===== src/rtl/pwm_mc.sv =====
// Multi-channel PWM generator with one shared counter and edge- or center-aligned periods.
// Duty values are double-buffered so that new duties take effect only at period boundaries.
module pwm_mc #(
    parameter int CH = 2,
    parameter int W  = 8
) (
    input  logic            clk,
    input  logic            resetb,
    input  logic            ena,
    input  logic            center_mode,
    input  logic [CH-1:0]   polarity,
    input  logic [CH*W-1:0] duty_in,
    input  logic            duty_load,
    output logic            pending,
    output logic            period_start,
    output logic [CH-1:0]   pwm_out
);

    localparam logic [W-1:0] MAX = {W{1'b1}};

    logic [W-1:0] cnt;
    logic [W-1:0] cnt_nxt;
    logic         dir_down;
    logic         dir_nxt;
    logic         mode_act;
    logic         apply;
    logic [W-1:0] duty_stg [CH];
    logic [W-1:0] duty_act [CH];
    logic [W-1:0] duty_eff [CH];
    logic [CH-1:0] raw;

    assign apply = ena && (cnt == '0) && !dir_down;

    // Center mode turns around at MAX and at 1, so both ends of the triangle are visited once.
    always_comb begin
        cnt_nxt = '0;
        dir_nxt = 1'b0;
        if (ena) begin
            if (!mode_act) begin
                cnt_nxt = cnt + 1'b1;
            end else if (!dir_down) begin
                if (cnt == MAX) begin
                    cnt_nxt = MAX - 1'b1;
                    dir_nxt = 1'b1;
                end else begin
                    cnt_nxt = cnt + 1'b1;
                end
            end else begin
                if (cnt == W'(1)) begin
                    cnt_nxt = '0;
                end else begin
                    cnt_nxt = cnt - 1'b1;
                    dir_nxt = 1'b1;
                end
            end
        end
    end

    // The cnt=0 sample already compares against the duty being applied at this edge.
    always_comb begin
        raw = '0;
        for (int i = 0; i < CH; i++) begin
            if (apply) begin
                duty_eff[i] = duty_load ? duty_in[i*W +: W] : duty_stg[i];
            end else begin
                duty_eff[i] = duty_act[i];
            end
            raw[i] = (cnt < duty_eff[i]);
        end
    end

    always_ff @(posedge clk or negedge resetb) begin
        if (!resetb) begin
            cnt          <= '0;
            dir_down     <= 1'b0;
            mode_act     <= 1'b0;
            pending      <= 1'b0;
            period_start <= 1'b0;
            pwm_out      <= '0;
            for (int i = 0; i < CH; i++) begin
                duty_stg[i] <= '0;
                duty_act[i] <= '0;
            end
        end else begin
            cnt          <= cnt_nxt;
            dir_down     <= dir_nxt;
            period_start <= apply;
            pwm_out      <= ena ? (raw ^ polarity) : '0;
            if (apply) begin
                mode_act <= center_mode;
                pending  <= 1'b0;
                for (int i = 0; i < CH; i++) begin
                    duty_act[i] <= duty_eff[i];
                end
            end else if (duty_load) begin
                pending <= 1'b1;
            end
            if (duty_load) begin
                for (int i = 0; i < CH; i++) begin
                    duty_stg[i] <= duty_in[i*W +: W];
                end
            end
        end
    end

endmodule


===== config.mk =====
export PLATFORM = sky130hd
export DESIGN_NAME = pwm_mc
export DESIGN_NICKNAME = d
export VERILOG_FILES = /design/src/rtl/pwm_mc.sv
export SDC_FILE = /design/constraint.sdc
export NUM_CORES = 1
export LEC_CHECK = 0
export CAP_MARGIN = 20
export CORE_MARGIN = 4
export CORE_UTILIZATION = 40
export DETAILED_ROUTE_END_ITERATION = 12
export GPL_TIMING_DRIVEN = 0
export SETUP_SLACK_MARGIN = 0.3
export SLEW_MARGIN = 20
export SYNTH_ARGS = -nofsm -noshare
export SYNTH_HDL_FRONTEND = slang
export SYNTH_SLANG_ARGS = --single-unit

===== constraint.sdc =====
create_clock -name clk -period 5.1 [get_ports clk]
set_clock_uncertainty 0.2 [all_clocks]
set_input_delay 1.02 -clock clk [delete_from_list [all_inputs] [get_ports clk]]
set_output_delay 1.02 -clock clk [all_outputs]
set_load 0.05 [all_outputs]

==> metrics.md, run 1 <==
| Metric | Value |
|---|---|
| Top post-synthesis cells by area | dfrtp_1, mux2_2, ha_1, inv_1, nor2_1 |
| PortBufs | 24 |
| H-tree Lvls | 2 |
| CP startpoint kind | flip-flop |
| Clk slew on worst S/H paths | 0.09 ns |
| Endpoints failing setup | 0 |
| Total power | 942 uW |
| Synth cell types | 41 |
| DR WL/cell | 14.6 um |
| # diodes | 0 |
| DIE AREA | 7510 sq um |
| Final Hold Fails | 0 |
| Fin nets | 294 |
| CP bufs+invs | 4 |
| Hold-critical path endpoint | pending |
| Syn Nets | 262 |
| HP Start | pending |
| Seq pwr share | 0.465 |
| Fillers | 584 |
| Root Driver | clkbuf_8 |
| Critical Path, Cell by Cell | clkbuf_1, inv_1, ha_1, and3b_1, nand3_2, buf_2, mux2_2, inv_1, ha_1, a21o_1, a221oi_1, and3_1, a211oi_1, a311o_1 |
| Worst hold path class | flip-flop to flip-flop |
| Cell family with most CP delay | compound AO/OA/AOI/OAI gates |
| Slowest CP cell | a221oi_1 |
| Sw frac | 0.277 |
| Clock network fraction of total power | 0.284 |
| Largest net degree at the start of global routing | 27 |
| Period utilisation layout | 0.804 |
| Worst Path Arrival | 4.09 ns |
| Power per cell area | 320 nW/um^2 |
| # IOs | 27 |
| Vias in the first global route | 1,743 |
| Max Clock Freq | 244 MHz |
| Relative slew margins | 0.582 |
| Post-Route WL | 4.81 mm |
| Top cell type's share of synthesized area | 0.465 |
| Initial core utilization | 0.415 |
| Clock Latency Late Sink | 0.30 ns |
| GRT Util Overall | 0.143 |
| Worst EP required | 5.09 ns |
| Num CTS Buffers | 5 |
| R2R Path Start | cnt[0] |
| Die height | 86.6 um |
| VDD IR max | 0.133 mV |
| FF+latch area | 1150 sq um |
| Setup TNS | 0 ns |
| Core Area | 5960 sq um |
| RSZ-0062 raised after global routing | false |
| First-pass detailed-route iteration total | 4 |
| Max-cap violations | 0 |
| Net Sw Power | 261 uW |
| Hold buffers post-CTS | 0 |
| Cells after synthesis | 221 |
| Combinational power share | 0.251 |
| WHS | 0.293 ns |
| First-pass GRT wire length | 8.38 mm |
| Flop2flop setup slack | 1.0 ns |
| Via count | 1,669 |
| Gr ovfl total | 0 |
| Antenna viol nets, final | 0 |
| Setup Buffers After CTS | 0 |
| PostCTS Resize Cnt | 0 |
| P&R area growth vs syn | 18.9% |
| Pint | 681 uW |
| Reg2reg end | pwm_out[1] |
| DRC viols | 0 |
| Worst-Margin Slew | 0.627 ns |
| Seq cells post-synth | 46 |
| Crit-path max FO | 10 |
| Die width | 86.6 um |
| Vias per cell | 5.07 |
| Hpwl dp | 3.51 mm |
| CTS tree | built |
| Clock period minus worst slack | 4.10 ns |
| LEAKAGE | 1.34 nW |
| Hold Crit Depth | 2 |
| Worst path max stage delay | 0.46 ns |
| 1st-iter DRT viols | 58 |
| Row cnt | 28 |
| Global placer's final weighted congestion | 0.794 |
| Reg2Reg Depth | 14 |
| Synthesized area | 2470 sq um |
| Worst Setup End Kind | flip-flop |
| Multi-input gate area | 1220 sq um |
| Status | completed |
| Critical path class | flip-flop to flip-flop |
| Sequential cell area fraction in the yosys report | 0.465 |
| Clock tree buffer depth | 2 |
| Finished Cell Area | 2940 sq um |
| Layout cells sized above 1 | 0.205 |
| Syn Area/Cell | 11.2 sq um |
| Initial antenna violation count | 0 |
| Yosys top cell by area | dfrtp_1 |
| Final Max Tran Viols | 0 |
| CTS sink count | 46 |
| Synthesis Warnings | 0 |
| Placed cell areas | 2830 sq um |
==> synthesized netlist by cell type (all sizes together) <==
cell and instances:
ha 18, a31oi 2, a211oi 6, a221oi 2
and2 3, and3b 1, nand4 1, a41o 1
nor4 3, o21ai 8, clkbuf 2, xor2 6
buf 5, o21a 3, nand3b 1, nand3 7
a21o 4, o31ai 2, nor3 3, o2111ai 2
mux2 32, or4 2, o41ai 1, nor2 15
inv 20, a21oi 7, a311o 2, nand2 8
or2 1, nor3b 1, xnor2 3, and3 3
dfrtp 46
==> layer usage <==
| layer | vias up | share of wire | track usage | routed length (um) |
|---|---|---|---|---|
| li1 | 847 | - | - | - |
| met1 | 793 | 0.49 | 0.198 | 2350 |
| met2 | 24 | 0.46 | 0.224 | 2210 |
| met3 | 5 | 0.041 | 0.0333 | 195 |
| met4 | 0 | 0.012 | 0.0368 | 56 |
| met5 | - | 0 | 0 | 0 |
==> layout by cell type, fill, tap and decap left out, types with 7 or more instances in the layout <==
cell type,netlist,layout
a21oi_1,7,7
inv_1,19,19
nor2_1,15,15
dfrtp_1,46,46
mux2_2,31,31
nand2_1,8,8
ha_1,18,18
clkdlybuf4s50_1,0,23
==> cell families after synthesis <==
family,synth area share
flip-flops,0.465
XOR/XNOR,0.0319
AO/OA/AOI/OAI,0.114
buffers and inverters,0.0430
adder cells (fa/ha/maj),0.0910
multiplexers,0.146
AND/OR/NAND/NOR,0.109
==> metrics by stage <==
step | cells | util | setup slack, ns
final | 329 | 0.494 | 0.999
after CTS | 329 | 0.494 | 0.945
after global routing | 329 | 0.494 | 0.707
after global placement | 320 | 0.471 | 0.768
after detailed placement | 321 | 0.475 | 0.757
after floorplan | 221 | - | 1.24
==> flip-flops by register name, indices dropped and copies added (netlist names) <==
signal / flops
duty_act: 16
mode_act: 1
period_start: 1
duty_stg: 16
dir_down: 1
cnt: 8
pwm_out: 2
pending: 1
==> cell type report <==
| type | instances | share of cell area |
|---|---|---|
| multi-input combinational | 148 | 0.414 |
| sequential | 46 | 0.391 |
| timing repair buffer | 25 | 0.0894 |
| tap | 75 | 0.0319 |
| inverter | 20 | 0.0255 |
| clock buffer | 6 | 0.0247 |
| clock inverter | 2 | 0.0128 |
| buffer | 7 | 0.0106 |
==> power by group through the flow <==
stage	sequential, mW	combinational [mW]	clock [mW]
2_1_floorplan	0.458	0.155	0
3_3_place_gp	0.444	0.233	0
3_5_place_dp	0.447	0.239	0
4_1_cts	0.439	0.242	0.276
5_1_grt	0.445	0.271	0.293
6_report	0.438	0.236	0.267
==> how the worst max path moves through the flow <==
stage                 end       from  slack, ns  cells past startpoint
6_report       pwm_out[1]     cnt[0]        1.0                     14
5_1_grt        pwm_out[1]     cnt[0]       0.71                     14
4_1_cts        pwm_out[1]     cnt[0]       0.94                     14
3_5_place_dp   pwm_out[1]        ena       0.76                     12
3_3_place_gp   pwm_out[0]        ena       0.77                     12
2_1_floorplan  pwm_out[0]  duty_load       1.24                     11
==> tightest hold or removal path: cells and delay by family (launching register included) <==
family | cells | cell delay (ns)
flip-flops | 1 | 0.35
AND/OR/NAND/NOR | 2 | 0.11
Power figures use the tool's default switching activity.
==> run 2, diff against run 1 <==
clock period = 3.8 ns   (was 5.1 ns; I/O delays follow)
==> metrics.md, run 2 (synthesized netlist as in run 1, its figures left out) <==
| Metric | Value |
|---|---|
| Commonest non-fill, non-tap cells in the layout | dfrtp_1, mux2_2, clkdlybuf4s50_1 |
| Place WS | -0.180 ns (-0.937 ns) |
| Antenna viol nets, final | 0 (unchanged) |
| Placed cell areas | 2840 sq um (+0.22%) |
| Dpl cells | 321 (unchanged) |
| Critical path class | flip-flop to flip-flop |
| Power per cell area | 423 nW/um^2 (+32%) |
| CTS tree | built |
| Fin cells | 334 (+1.5%) |
| Status | completed |
| Fin nets | 299 (+1.7%) |
| Relative slew margins | 0.666 (+0.0846) |
| First-pass detailed-route iteration total | 4 (unchanged) |
| Hpwl dp | 3.45 mm (-1.7%) |
| Vias per cell | 5.18 (+2.0%) |
| Post-Route Utilization | 0.511 (+0.0174) |
| Largest net degree at the start of global routing | 27 (unchanged) |
| Worst hold path class | input port to asynchronous set/reset pin |
| Final Max Tran Viols | 0 (unchanged) |
| Hold buffers post-CTS | 0 (unchanged) |
| Layout cells sized above 1 | 0.251 (+0.0462) |
| Clock Latency Late Sink | 0.30 ns (about the same) |
| Final Hold Fails | 0 (unchanged) |
| Worst Setup End Kind | flip-flop |
| Die height | 86.6 um (unchanged) |
| Commonest non-fill, non-tap cell in the layout | dfrtp_1 |
| Worst-Margin Slew | 0.499 ns (-0.128 ns) |
| DR WL/cell | 14.6 um (-0.51%) |
| Vias in the first global route | 1,827 (+4.8%) |
| Clock tree buffer depth | 2 (unchanged) |
| CTS sink count | 46 (unchanged) |
| RSZ-0062 raised after global routing | false |
| Worst Path Arrival | 3.33 ns (-0.76 ns) |
| Worst path max stage delay | 0.40 ns (-0.06 ns) |
| Via count | 1,729 (+3.6%) |
| Total power | 1.29 mW (+37%) |
| Die width | 86.6 um (unchanged) |
| Worst EP required | 3.78 ns (-1.31 ns) |
| Setup TNS | 0 ns (unchanged) |
| CP startpoint kind | flip-flop |
| LEAKAGE | 1.38 nW (+3.7%) |
| Global placer's final weighted congestion | 0.786 (-1.0%) |
| Crit-path max FO | 9 (-1) |
| Endpoints failing setup | 0 (unchanged) |
| DIE AREA | 7510 sq um (unchanged) |
| H-tree Lvls | 2 (unchanged) |
| Clk slew on worst S/H paths | 0.08 ns (about the same) |
| # IOs | 27 (unchanged) |
| Slowest CP cell | dfrtp_1 |
| Finished Cell Area | 3040 sq um (+3.5%) |
| VDD IR max | 0.176 mV (+33%) |
| First-pass GRT wire length | 8.71 mm (+3.9%) |
| Period utilisation layout | 0.880 (+0.0760) |
| Largest regs | duty_act (16), duty_stg (16), cnt (8) |
| Clock period minus worst slack | 3.34 ns (-0.756 ns) |
| DRC viols | 0 (unchanged) |
| Critical Path, Cell by Cell | buf_6, inv_1, ha_1, and3b_2, nand3_4, buf_4, mux2_2, inv_1, ha_1, and2_4, a221oi_4, and3_4, a211oi_1, a311o_1 |
| GRT Util Overall | 0.148 (+0.00548) |
| Gr ovfl total | 0 (unchanged) |
| Initial antenna violation count | 0 (unchanged) |
| Max Clock Freq | 299 MHz (+23%) |
| Initial core utilization | 0.415 (unchanged) |
| Row cnt | 28 (unchanged) |
| Max-cap violations | 0 (unchanged) |
| 1st-iter DRT viols | 43 (-26%) |
| Num CTS Buffers | 5 (unchanged) |
| Post-Route WL | 4.86 mm (+1.0%) |
| WHS | 0.217 ns (-0.0757 ns) |
| Worst setup margin | 0.456 ns (-0.544 ns) |
| PortBufs | 24 (unchanged) |
| P&R area growth vs syn | 23.1% |
| Core Area | 5960 sq um (unchanged) |
| Root Driver | clkbuf_8 |
| # diodes | 0 (unchanged) |
run 2: worst max-delay path: cells and delay by family (launching register included):
kind,cells,cell delay (ns)
flip-flops,1,0.40
AND/OR/NAND/NOR,4,0.77
AO/OA/AOI/OAI,3,0.62
multiplexers,1,0.33
adder cells (fa/ha/maj),2,0.47
buffers and inverters,4,0.43
run 2: where the power goes:
group          internal, mW  leakage, nW  switching, mW
Clock                 0.196       0.0514          0.165
Sequential            0.566        0.556         0.0233
Combinational         0.166        0.777          0.170
run 2: worst paths after layout:
| check | start | to | slack [ns] | cells past startpoint |
|---|---|---|---|---|
| setup reg to reg | cnt[0] | pwm_out[1] | 0.46 | 14 |
| setup / recovery | cnt[0] | pwm_out[1] | 0.46 | 14 |
| min in group clk | pending | pending | 0.29 | 2 |
| hold reg to reg | pending | pending | 0.29 | 2 |
| max in group asynchronous | resetb | cnt[1] | 2.66 | 2 |
| hold / removal | resetb | duty_stg[15] | 0.22 | 1 |
run 2: layout make-up:
cell class / count / area [sq um]
multi-input cells: 148 / 1260
fillers: 572 / 2910
plain buffers: 7 / 55.1
inverters: 20 / 75.1
clock inverters: 2 / 37.5
clock buffers: 6 / 72.6
flip-flops and latches: 46 / 1150
repair buffers: 30 / 293
well taps: 75 / 93.8
run 2: what timing repair did:
item / CTS / global route
setup endpoints to repair: 2 / 2
gates resized for setup: 8 / 7
pin swaps: 2 / 2
setup buffers: 3 / 2
run 2: layer usage:
metal,GRT usage,up-vias,share of wire
met5,0,-,0
met4,0.0411,0,0.012
met3,0.0323,6,0.046
met2,0.245,31,0.47
met1,0.196,833,0.47
li1,-,859,-
